**config.mk**
```make
export PLATFORM = sky130hd
export DESIGN_NAME = seven_seg_scanner
export DESIGN_NICKNAME = d
export VERILOG_FILES = /design/src/rtl/seven_seg_pkg.sv /design/src/rtl/hex_to_seg.sv /design/src/rtl/seven_seg_scanner.sv
export SDC_FILE = /design/constraint.sdc
export NUM_CORES = 1
export LEC_CHECK = 0
export CORE_ASPECT_RATIO = 1.5
export CORE_MARGIN = 2
export CORE_UTILIZATION = 30
export DETAILED_ROUTE_END_ITERATION = 8
export GPL_ROUTABILITY_DRIVEN = 0
export PLACE_DENSITY_LB_ADDON = 0.1
export SLEW_MARGIN = 20
export SYNTH_ARGS = -nofsm -noshare
export SYNTH_HDL_FRONTEND = slang
export SYNTH_SLANG_ARGS = --single-unit
```
**constraint.sdc**
```tcl
create_clock -name clock_in -period 3.2 [get_ports clock_in]
set_clock_uncertainty 0.05 [all_clocks]
set_input_delay 0.8 -clock clock_in [delete_from_list [all_inputs] [get_ports clock_in]]
set_output_delay 0.8 -clock clock_in [all_outputs]
set_load 0.01 [all_outputs]
```
**src/rtl/seven_seg_pkg.sv**
```systemverilog
// Shared types and constants for the multiplexed seven-segment display driver.
package seven_seg_pkg;

  localparam int unsigned NUM_DIGITS_DEFAULT = 4;

  typedef logic [6:0] seg_t;

  localparam seg_t       SEG_BLANK = 7'h7F;
  localparam logic [3:0] ANODE_OFF = 4'hF;

  // Active-low {g,f,e,d,c,b,a} patterns for hex digits 0..F
  localparam seg_t HEX_SEG_LUT [16] = '{
    7'b1000000, 7'b1111001, 7'b0100100, 7'b0110000,
    7'b0011001, 7'b0010010, 7'b0000010, 7'b1111000,
    7'b0000000, 7'b0010000, 7'b0001000, 7'b0000011,
    7'b1000110, 7'b0100001, 7'b0000110, 7'b0001110
  };

endpackage

```
**src/rtl/hex_to_seg.sv**
```systemverilog
// Combinational hex nibble to active-low seven-segment pattern decoder.
module hex_to_seg
  import seven_seg_pkg::*;
(
  input  logic [3:0] nibble,
  output seg_t       seg_n
);

  assign seg_n = HEX_SEG_LUT[nibble];

endmodule

```
**src/rtl/seven_seg_scanner.sv**
```systemverilog
// Time-multiplexed common-anode seven-segment driver with frame-aligned double buffering.
// The scan-rate input is sampled in the clock_in domain and never used as a clock.
module seven_seg_scanner
  import seven_seg_pkg::*;
#(
  parameter int unsigned NUM_DIGITS = NUM_DIGITS_DEFAULT,
  parameter bit          BLANK_LZ   = 1'b1
) (
  input  logic                    clock_in,
  input  logic                    reset_n,
  input  logic                    slow_clock,
  input  logic [4*NUM_DIGITS-1:0] value_in,
  input  logic [NUM_DIGITS-1:0]   dp_in,
  input  logic                    load,
  output logic [NUM_DIGITS-1:0]   anode_n,
  output seg_t                    seg_n,
  output logic                    dp_n,
  output logic                    pending,
  output logic                    frame_done
);

  localparam int unsigned ValW = 4 * NUM_DIGITS;
  localparam int unsigned IdxW = (NUM_DIGITS > 1) ? $clog2(NUM_DIGITS) : 1;
  localparam logic [IdxW-1:0]       LastIdx = IdxW'(NUM_DIGITS - 1);
  localparam logic [NUM_DIGITS-1:0] OneHot0 = NUM_DIGITS'(1);

  logic                  s1_q, s2_q, s3_q;
  logic                  tick, wrap;
  logic [IdxW-1:0]       idx_q, idx_d, next_idx;
  logic [ValW-1:0]       val_pend_q, val_pend_d, val_disp_q, val_disp_d;
  logic [NUM_DIGITS-1:0] dp_pend_q, dp_pend_d, dp_disp_q, dp_disp_d;
  logic                  pending_q, pending_d;
  logic [NUM_DIGITS-1:0] anode_q, anode_d;
  seg_t                  seg_q, seg_d, dec_seg;
  logic                  dp_q, dp_d;
  logic                  frame_done_q;
  logic [3:0]            sel_nibble;
  logic [NUM_DIGITS-1:0] lead_zero;
  logic                  zero_run;

  assign tick     = s2_q & ~s3_q;
  assign wrap     = tick && (idx_q == LastIdx);
  assign next_idx = wrap ? '0 : idx_q + 1'b1;
  assign idx_d    = tick ? next_idx : idx_q;

  always_comb begin
    val_pend_d = val_pend_q;
    dp_pend_d  = dp_pend_q;
    val_disp_d = val_disp_q;
    dp_disp_d  = dp_disp_q;
    pending_d  = pending_q;
    if (wrap) begin
      // A load landing on the wrap tick skips the pending stage entirely
      if (load) begin
        val_disp_d = value_in;
        dp_disp_d  = dp_in;
      end else if (pending_q) begin
        val_disp_d = val_pend_q;
        dp_disp_d  = dp_pend_q;
      end
      pending_d = 1'b0;
    end else if (load) begin
      val_pend_d = value_in;
      dp_pend_d  = dp_in;
      pending_d  = 1'b1;
    end
  end

  // lead_zero[k] is set when nibbles k..top are all zero; digit 0 never blanks
  always_comb begin
    lead_zero = '0;
    zero_run  = 1'b1;
    for (int k = int'(NUM_DIGITS) - 1; k > 0; k--) begin
      zero_run     = zero_run & (val_disp_d[4*k +: 4] == 4'h0);
      lead_zero[k] = zero_run;
    end
  end

  assign sel_nibble = val_disp_d[{next_idx, 2'b00} +: 4];

  hex_to_seg u_hex_to_seg (
    .nibble (sel_nibble),
    .seg_n  (dec_seg)
  );

  always_comb begin
    anode_d = anode_q;
    seg_d   = seg_q;
    dp_d    = dp_q;
    if (tick) begin
      anode_d = ~(OneHot0 << next_idx);
      seg_d   = (BLANK_LZ && lead_zero[next_idx]) ? SEG_BLANK : dec_seg;
      dp_d    = ~dp_disp_d[next_idx];
    end
  end

  always_ff @(posedge clock_in or negedge reset_n) begin
    if (!reset_n) begin
      s1_q         <= 1'b0;
      s2_q         <= 1'b0;
      s3_q         <= 1'b0;
      idx_q        <= '0;
      val_pend_q   <= '0;
      dp_pend_q    <= '0;
      val_disp_q   <= '0;
      dp_disp_q    <= '0;
      pending_q    <= 1'b0;
      anode_q      <= '1;
      seg_q        <= SEG_BLANK;
      dp_q         <= 1'b1;
      frame_done_q <= 1'b0;
    end else begin
      s1_q         <= slow_clock;
      s2_q         <= s1_q;
      s3_q         <= s2_q;
      idx_q        <= idx_d;
      val_pend_q   <= val_pend_d;
      dp_pend_q    <= dp_pend_d;
      val_disp_q   <= val_disp_d;
      dp_disp_q    <= dp_disp_d;
      pending_q    <= pending_d;
      anode_q      <= anode_d;
      seg_q        <= seg_d;
      dp_q         <= dp_d;
      frame_done_q <= wrap;
    end
  end

  assign anode_n    = anode_q;
  assign seg_n      = seg_q;
  assign dp_n       = dp_q;
  assign pending    = pending_q;
  assign frame_done = frame_done_q;

endmodule

```
Word-level counts from Yosys, hierarchy flattened --
Memory sizes are Yosys's and may differ from the RTL's. Index checks and enable logic that the tools add are counted.
Word-level totals: memories 1, bits of input ports 24, output and inout port bits 14, register bits 59, bits in read-only memories 112
Cells by class: reductions and logical operators 6, muxes and demuxes 16, shift-type cells 2, add/subtract/negate cells 1, equality and inequality tests 1, $lt $le $gt $ge 2, bitwise gates (word level) 8
Memories:
- (no name shown) | depth 16, bits a word 7, rd ports 1, clocked after Yosys merged registers in 0, wr ports 0, line hex_to_seg.sv:9 | assign seg_n = HEX_SEG_LUT[nibble];
Operator list (number):
- $mux 16 | 3
- $mux 7 | 3
- $shiftx 16x5->4 | 1
- $logic_not 4->1 | 3
- $mux 4 | 3
- $ge 5x5->1 const B | 1
- $not 4->5 | 1
- $bmux 1 s2 | 2
- $mux 1 | 4
- $not 4->4 | 1
- $shl 1x2->4 const A | 1
- $and 1x1->1 | 3
- $lt 2x3->1 const B | 1
- $not 1->1 | 3
- $add 2x1->2 const B | 1
- $eq 2x2->1 const B | 1
- $mux 2 | 1
- $reduce_and 2->1 | 1
- $reduce_bool 2->1 | 1
- $logic_and 1x1->1 | 1

Depth between registers and ports, before layout --
depth in word-level cells 10, depth in mapped cells 14, depth with buffers taken out 12

By module --
A second synthesis with hierarchy kept.
Unflattened totals: cells, all modules 305, area total of the unflattened synthesis 3170.5 um^2
By module, submodules not included:
- seven_seg_scanner | area each 2900.3 um^2, cells an instance 270, times used 1
- hex_to_seg | area each 270.3 um^2, cells an instance 35, times used 1

Worst setup path after synthesis --
OpenSTA, ideal clock, no wires.
kind register to register, start point register idx_q[0], end point register seg_q[2] (netlist: seg_n[2]), data arrival time 2723 ps, setup slack 349 ps, path buffers 2, cell stages (with the launch flop) 11, period minus slack after synthesis 2851 ps, setup time 78 ps, path through dfrtp_1 -> buf_2 -> inv_1 -> ha_1 -> clkbuf_1 -> a311o_1 -> o22ai_1 -> inv_1 -> ha_1 -> or3_1 -> a41oi_2
On the way: cells in the longest elaborated chain, start to end 9
RTL lines:
- start, declared | line seven_seg_scanner.sv:29 | logic [IdxW-1:0] idx_q, idx_d, next_idx;
- start signal, assigned | line seven_seg_scanner.sv:116 | idx_q <= idx_d;
- branches (longest 2 deep; another with $add 2x1->2)
- $mux 2 * | line seven_seg_scanner.sv:43 | assign next_idx = wrap ? '0 : idx_q + 1'b1;
- named net next_idx[1] | line seven_seg_scanner.sv:29
- $shiftx 16x5->4 | line seven_seg_scanner.sv:79 | assign sel_nibble = val_disp_d[{next_idx, 2'b00} +: 4];
- $not 4->5 (not written as such) | line hex_to_seg.sv:9
- $mem_v2 16x7
- $mux 7 (not written as such) (2 in series) | line hex_to_seg.sv:9
- $mux 7 * | line seven_seg_scanner.sv:92 | seg_d = (BLANK_LZ && lead_zero[next_idx]) ? SEG_BLANK : dec_seg;
- end signal, assigned | line seven_seg_scanner.sv:123 | seg_q <= seg_d;
- end, declared | line seven_seg_scanner.sv:34 | seg_t seg_q, seg_d, dec_seg;
Mark *: on every way through the listed nets, which the timed path passes. The select of a mux whose other input is x is not followed. A chain may end at the register's enable or synchronous reset.

Final worst setup path --
start point input load, end point register seg_q[0] (netlist: seg_n[0])
On the way: cells in the longest elaborated chain, start to end 8
RTL lines:
- start, declared | line seven_seg_scanner.sv:14 | input logic load,
- $mux 16 * | line seven_seg_scanner.sv:54 | if (load) begin
- $mux 16 * | line seven_seg_scanner.sv:52 | if (wrap) begin
- $shiftx 16x5->4 / $logic_not 4->1 (equally long branches) | line seven_seg_scanner.sv:79, seven_seg_scanner.sv:74
- $not 4->5 (not written as such) / $and 1x1->1 (equally long branches) | line hex_to_seg.sv:9, seven_seg_scanner.sv:74
- $mem_v2 16x7 / $and 1x1->1 (equally long branches)
- $mux 7 (not written as such) / $bmux 1 s2 (equally long branches) | line hex_to_seg.sv:9, seven_seg_scanner.sv:92
- $mux 7 (not written as such) / $mux 1 (equally long branches) | line hex_to_seg.sv:9, seven_seg_scanner.sv:92
- $mux 7 * | line seven_seg_scanner.sv:92
Mark *: on every way between the ends. The rest lies on a longest branch, timed or not. The select of a mux whose other input is x is not followed.

==> flow_summary.rst <==
.. list-table::
   :header-rows: 1

   * - Metric
     - Value
   * - Final-stage net count
     - 414
   * - Result of the run
     - finished, final reports clean
   * - Remaining global-route overflow
     - 0
   * - Number of register bits inferred by synthesis
     - 59
   * - Final design area excluding fillers
     - 0.004327 mm²
   * - Site Rows
     - 46
   * - Via density per instance
     - 5.200
   * - Height of the die
     - 131.7 µm
   * - Internal reg-to-reg setup slack
     - 0.38 ns
   * - Number of buffers added by the clock tree synthesis step
     - 9
   * - Diode insertion count for antenna repair
     - 0
   * - First-pass GRT wire length
     - 15230 µm
   * - Share of the yosys chip area belonging to registers
     - 45.71%
   * - DRC viols
     - 0
   * - CTS max path bufs
     - 2
   * - Final instance count without filler cells
     - 530
   * - Met1 Track Usage GR
     - 20.67%
   * - DR pass1 iterations
     - 4
   * - Number of global-route vias before repair
     - 2886
   * - Logic depth of the worst register-to-register path
     - 11
   * - Start point of the critical path
     - load
   * - H-tree depth reported by CTS
     - 3
   * - Via count
     - 2756
   * - CTS sink count
     - 59
   * - Largest voltage drop on the vdd net
     - 582.2 µV
   * - Distinct cell type count of the synthesized netlist
     - 60
   * - Total of buffers placed on input and output ports
     - 37
   * - Post-Synthesis Cell Area
     - 0.003263 mm²
   * - FILL cells
     - 1077
   * - Most instantiated flip-flop cell in the synthesis netlist
     - dfrtp_1
   * - Achievable clock frequency
     - 331.3 MHz
   * - Count of endpoints failing setup in the final report
     - 0
   * - Root buffer cell
     - clkbuf_16
   * - Required arrival time at the worst endpoint
     - 3.40 ns
   * - Number of instances resized during post-cts repair
     - 0
   * - Synth Area in XOR/XNOR
     - 0%
   * - FF-to-FF Start
     - idx_q[1]$_DFFE_PN0P_
   * - Pwr per Cell Area
     - 999.4 mW/mm²
   * - Post-synthesis average cell area
     - 10.36 µm²
   * - Area delta synth->final
     - 32.59%
   * - Share of cells above drive strength 1
     - 28.50%
   * - Pin count of the biggest net entering global routing
     - 60
   * - Critical path fanouts, max
     - 7
   * - Critical Path End
     - seg_n[0]$_DFFE_PN1P_
   * - Multi-input gate area in the final layout
     - 0.001630 mm²
   * - Worst setup slack after layout
     - 0.1814 ns
   * - Maximum Capacitance Violations
     - 0
   * - Dominant combinational cell family by area after synthesis
     - compound AO/OA/AOI/OAI gates
   * - Reg area
     - 0.001491 mm²
   * - Fraction of synthesized area in multiplexers
     - 10.20%
   * - DIE WIDTH
     - 89.16 µm
   * - Clock slew seen by the registers of the worst setup and hold paths
     - 0.05 ns
   * - Wire length per cell
     - 17.52 µm
   * - Starting density of the core
     - 30.81%
   * - Number of max-slew violations in the final report
     - 0
   * - Placed insts
     - 514
   * - Number of buffers inserted by hold repair at cts
     - 0
   * - Placement-stage cell area
     - 0.004000 mm²
   * - Final hold violation count
     - 0
   * - Post-placement worst setup slack
     - -0.2141 ns
   * - Final total negative setup slack
     - 0 ns
   * - Actual slew at the worst max-slew pin
     - 0.7914 ns
   * - Hold slack final
     - 0.3018 ns
   * - Detailed placer's ending HPWL
     - 6841 µm
   * - Final critical-path share of the clock period
     - 94.33%
   * - Number of antenna violations at the first check in global routing
     - 0
   * - Post-Syn Nets
     - 348
   * - Wire length after detailed routing
     - 9283 µm
   * - All-layer global routing usage
     - 16.83%
   * - Endpoint of the worst register-to-register path
     - seg_n[2]$_DFFE_PN1P_
   * - Synthesized-area fraction occupied by and/or/nand/nor cells
     - 13.69%
   * - Warnings, synthesis
     - 0
   * - Post-CTS setup repair buffer count
     - 0
   * - Complex-gate fraction of the synthesized area
     - 22.24%
   * - Crit path DAT
     - 3.22 ns
   * - Setup crit end kind
     - flop
   * - Adder-Cell Fraction of Synth Area
     - 3.451%
   * - I/O pin total
     - 38
   * - Fraction of synthesis flops using an asynchronous set or reset pin
     - 100.0%
   * - Top Usage Layer GRT
     - met2
   * - Worst rel slew slack
     - 47.24%
   * - Met3 usage
     - 3.193%
   * - Initial detailed-routing violation count
     - 108
   * - Post-Syn Instances
     - 315
   * - TritonCTS clock tree
     - built
   * - Pleak
     - 0.001813 µW
   * - Setup Crit Path Kind
     - input pin to flop
   * - Antenna-violating nets left
     - 0
   * - Final critical-path required period
     - 3.019 ns
   * - Floorplan die area
     - 0.01174 mm²
   * - Number of enable-type register cells in the synthesized netlist
     - 0
   * - Floorplan core area
     - 0.01059 mm²
   * - Met2 Usage GRT
     - 27.74%
   * - Clock insertion delay at the later pin of the skew report
     - 0.33 ns
   * - Critical path launch point type
     - input pin
   * - Classification of the worst-slack hold path
     - flop to flop
## flip-flops by register name, indices dropped and copies added (netlist names)
| name | flops |
|---|---|
| s2_q | 1 |
| val_pend_q | 16 |
| pending | 1 |
| dp_disp_q | 4 |
| seg_n | 7 |
| anode_n | 4 |
| idx_q | 2 |
| s3_q | 1 |
| dp_n | 1 |
| frame_done | 1 |
| s1_q | 1 |
| dp_pend_q | 4 |
| val_disp_q | 16 |
## cells by family (layout without fill, tap and decap cells)
logic type,Yosys count,in the layout
compound gates,99,99
simple gates,86,86
flops,59,59
buf+inv,32,103
mux,30,30
fa+ha+maj,9,9
## layer usage
metal | vias up | share of wire, %
li1 | 1302 | -
met3 | 24 | 2.7
met1 | 1374 | 41
met5 | - | 0
met4 | 0 | 3.1
met2 | 56 | 53
## how the worst min path moves through the flow
stage | start | endpoint | slack [ns] | depth (start not counted)
final | s1_q$_DFF_PN0_ | s2_q$_DFF_PN0_ | 0.30 | 0
after global routing | s1_q$_DFF_PN0_ | s2_q$_DFF_PN0_ | 0.31 | 0
after CTS | s1_q$_DFF_PN0_ | s2_q$_DFF_PN0_ | 0.30 | 0
after detailed placement | s1_q$_DFF_PN0_ | s2_q$_DFF_PN0_ | 0.29 | 0
after global placement | s1_q$_DFF_PN0_ | s2_q$_DFF_PN0_ | 0.28 | 0
after floorplan | s1_q$_DFF_PN0_ | s2_q$_DFF_PN0_ | 0.28 | 0
## synthesized netlist by cell type, types with 8 or more instances
library cell,number,area share (%)
dfrtp_1,47,36
a21oi_1,15,2.3
inv_1,10,1.2
a31oi_1,11,2.1
nor2_1,18,2.1
mux2_2,26,9.0
o21ai_0,25,3.8
dfstp_2,12,9.7
clkbuf_1,8,0.92
a22oi_1,8,1.8
nand2_1,24,2.8
nand3_1,8,1.2
ha_1,9,3.5
## worst max-delay path, stage by stage
cell and delay [ns]:
clkdlybuf4s50_1 0.39, buf_4 0.16, and4b_1 0.22, and2_4 0.16, a2111oi_2 0.42, o22ai_2 0.18, inv_1 0.12, ha_1 0.17
inv_1 0.06, nor4_1 0.27, a221oi_1 0.08, a31oi_1 0.18
## area by class of cell
cell class                 instances  share of cell area (%)
clock buffer                      12                   6.160
clock inverter                     4                   1.099
inverter                          12                   1.099
multi-input combinational        224                   37.68
sequential                        59                   34.47
tap                              144                   4.164
timing repair buffer              75                   15.33
## stage by stage
| stage | power (µW) | utilization, % |
|---|---|---|
| after floorplan | 2443 | - |
| after global placement | 3328 | 37.77 |
| after detailed placement | 3316 | 37.77 |
| after CTS | 4348 | 40.74 |
| after global routing | 4654 | 40.86 |
| final | 4324 | 40.86 |
## cells in the final DEF, fill, tap and decap left out, types with 4 or more instances in the layout
cell             Yosys  routed
clkbuf_16            0       9
mux2_2              26      26
mux2i_1              4       4
buf_4                2      37
nor2b_1              7       7
dfstp_2             12      12
a21oi_1             15      15
a22oi_1              8       8
a31oi_1             11      11
o31ai_1              4       4
o211ai_1             6       6
inv_1               10      10
o21ai_0             25      25
ha_1                 9       9
clkdlybuf4s50_1      0      36
nand3_1              8       8
nand2b_1             5       5
o22ai_1              7       6
nor2_1              18      18
nand2_1             24      24
dfrtp_1             47      47
## report_power, final
part | internal, µW | total, µW | switching (µW)
Sequential | 1040 | 1230 | 189
Clock | 663 | 993 | 330
Combinational | 1040 | 2100 | 1070
Total | 2740 | 4320 | 1590
(Power assumes the default switching activity.)
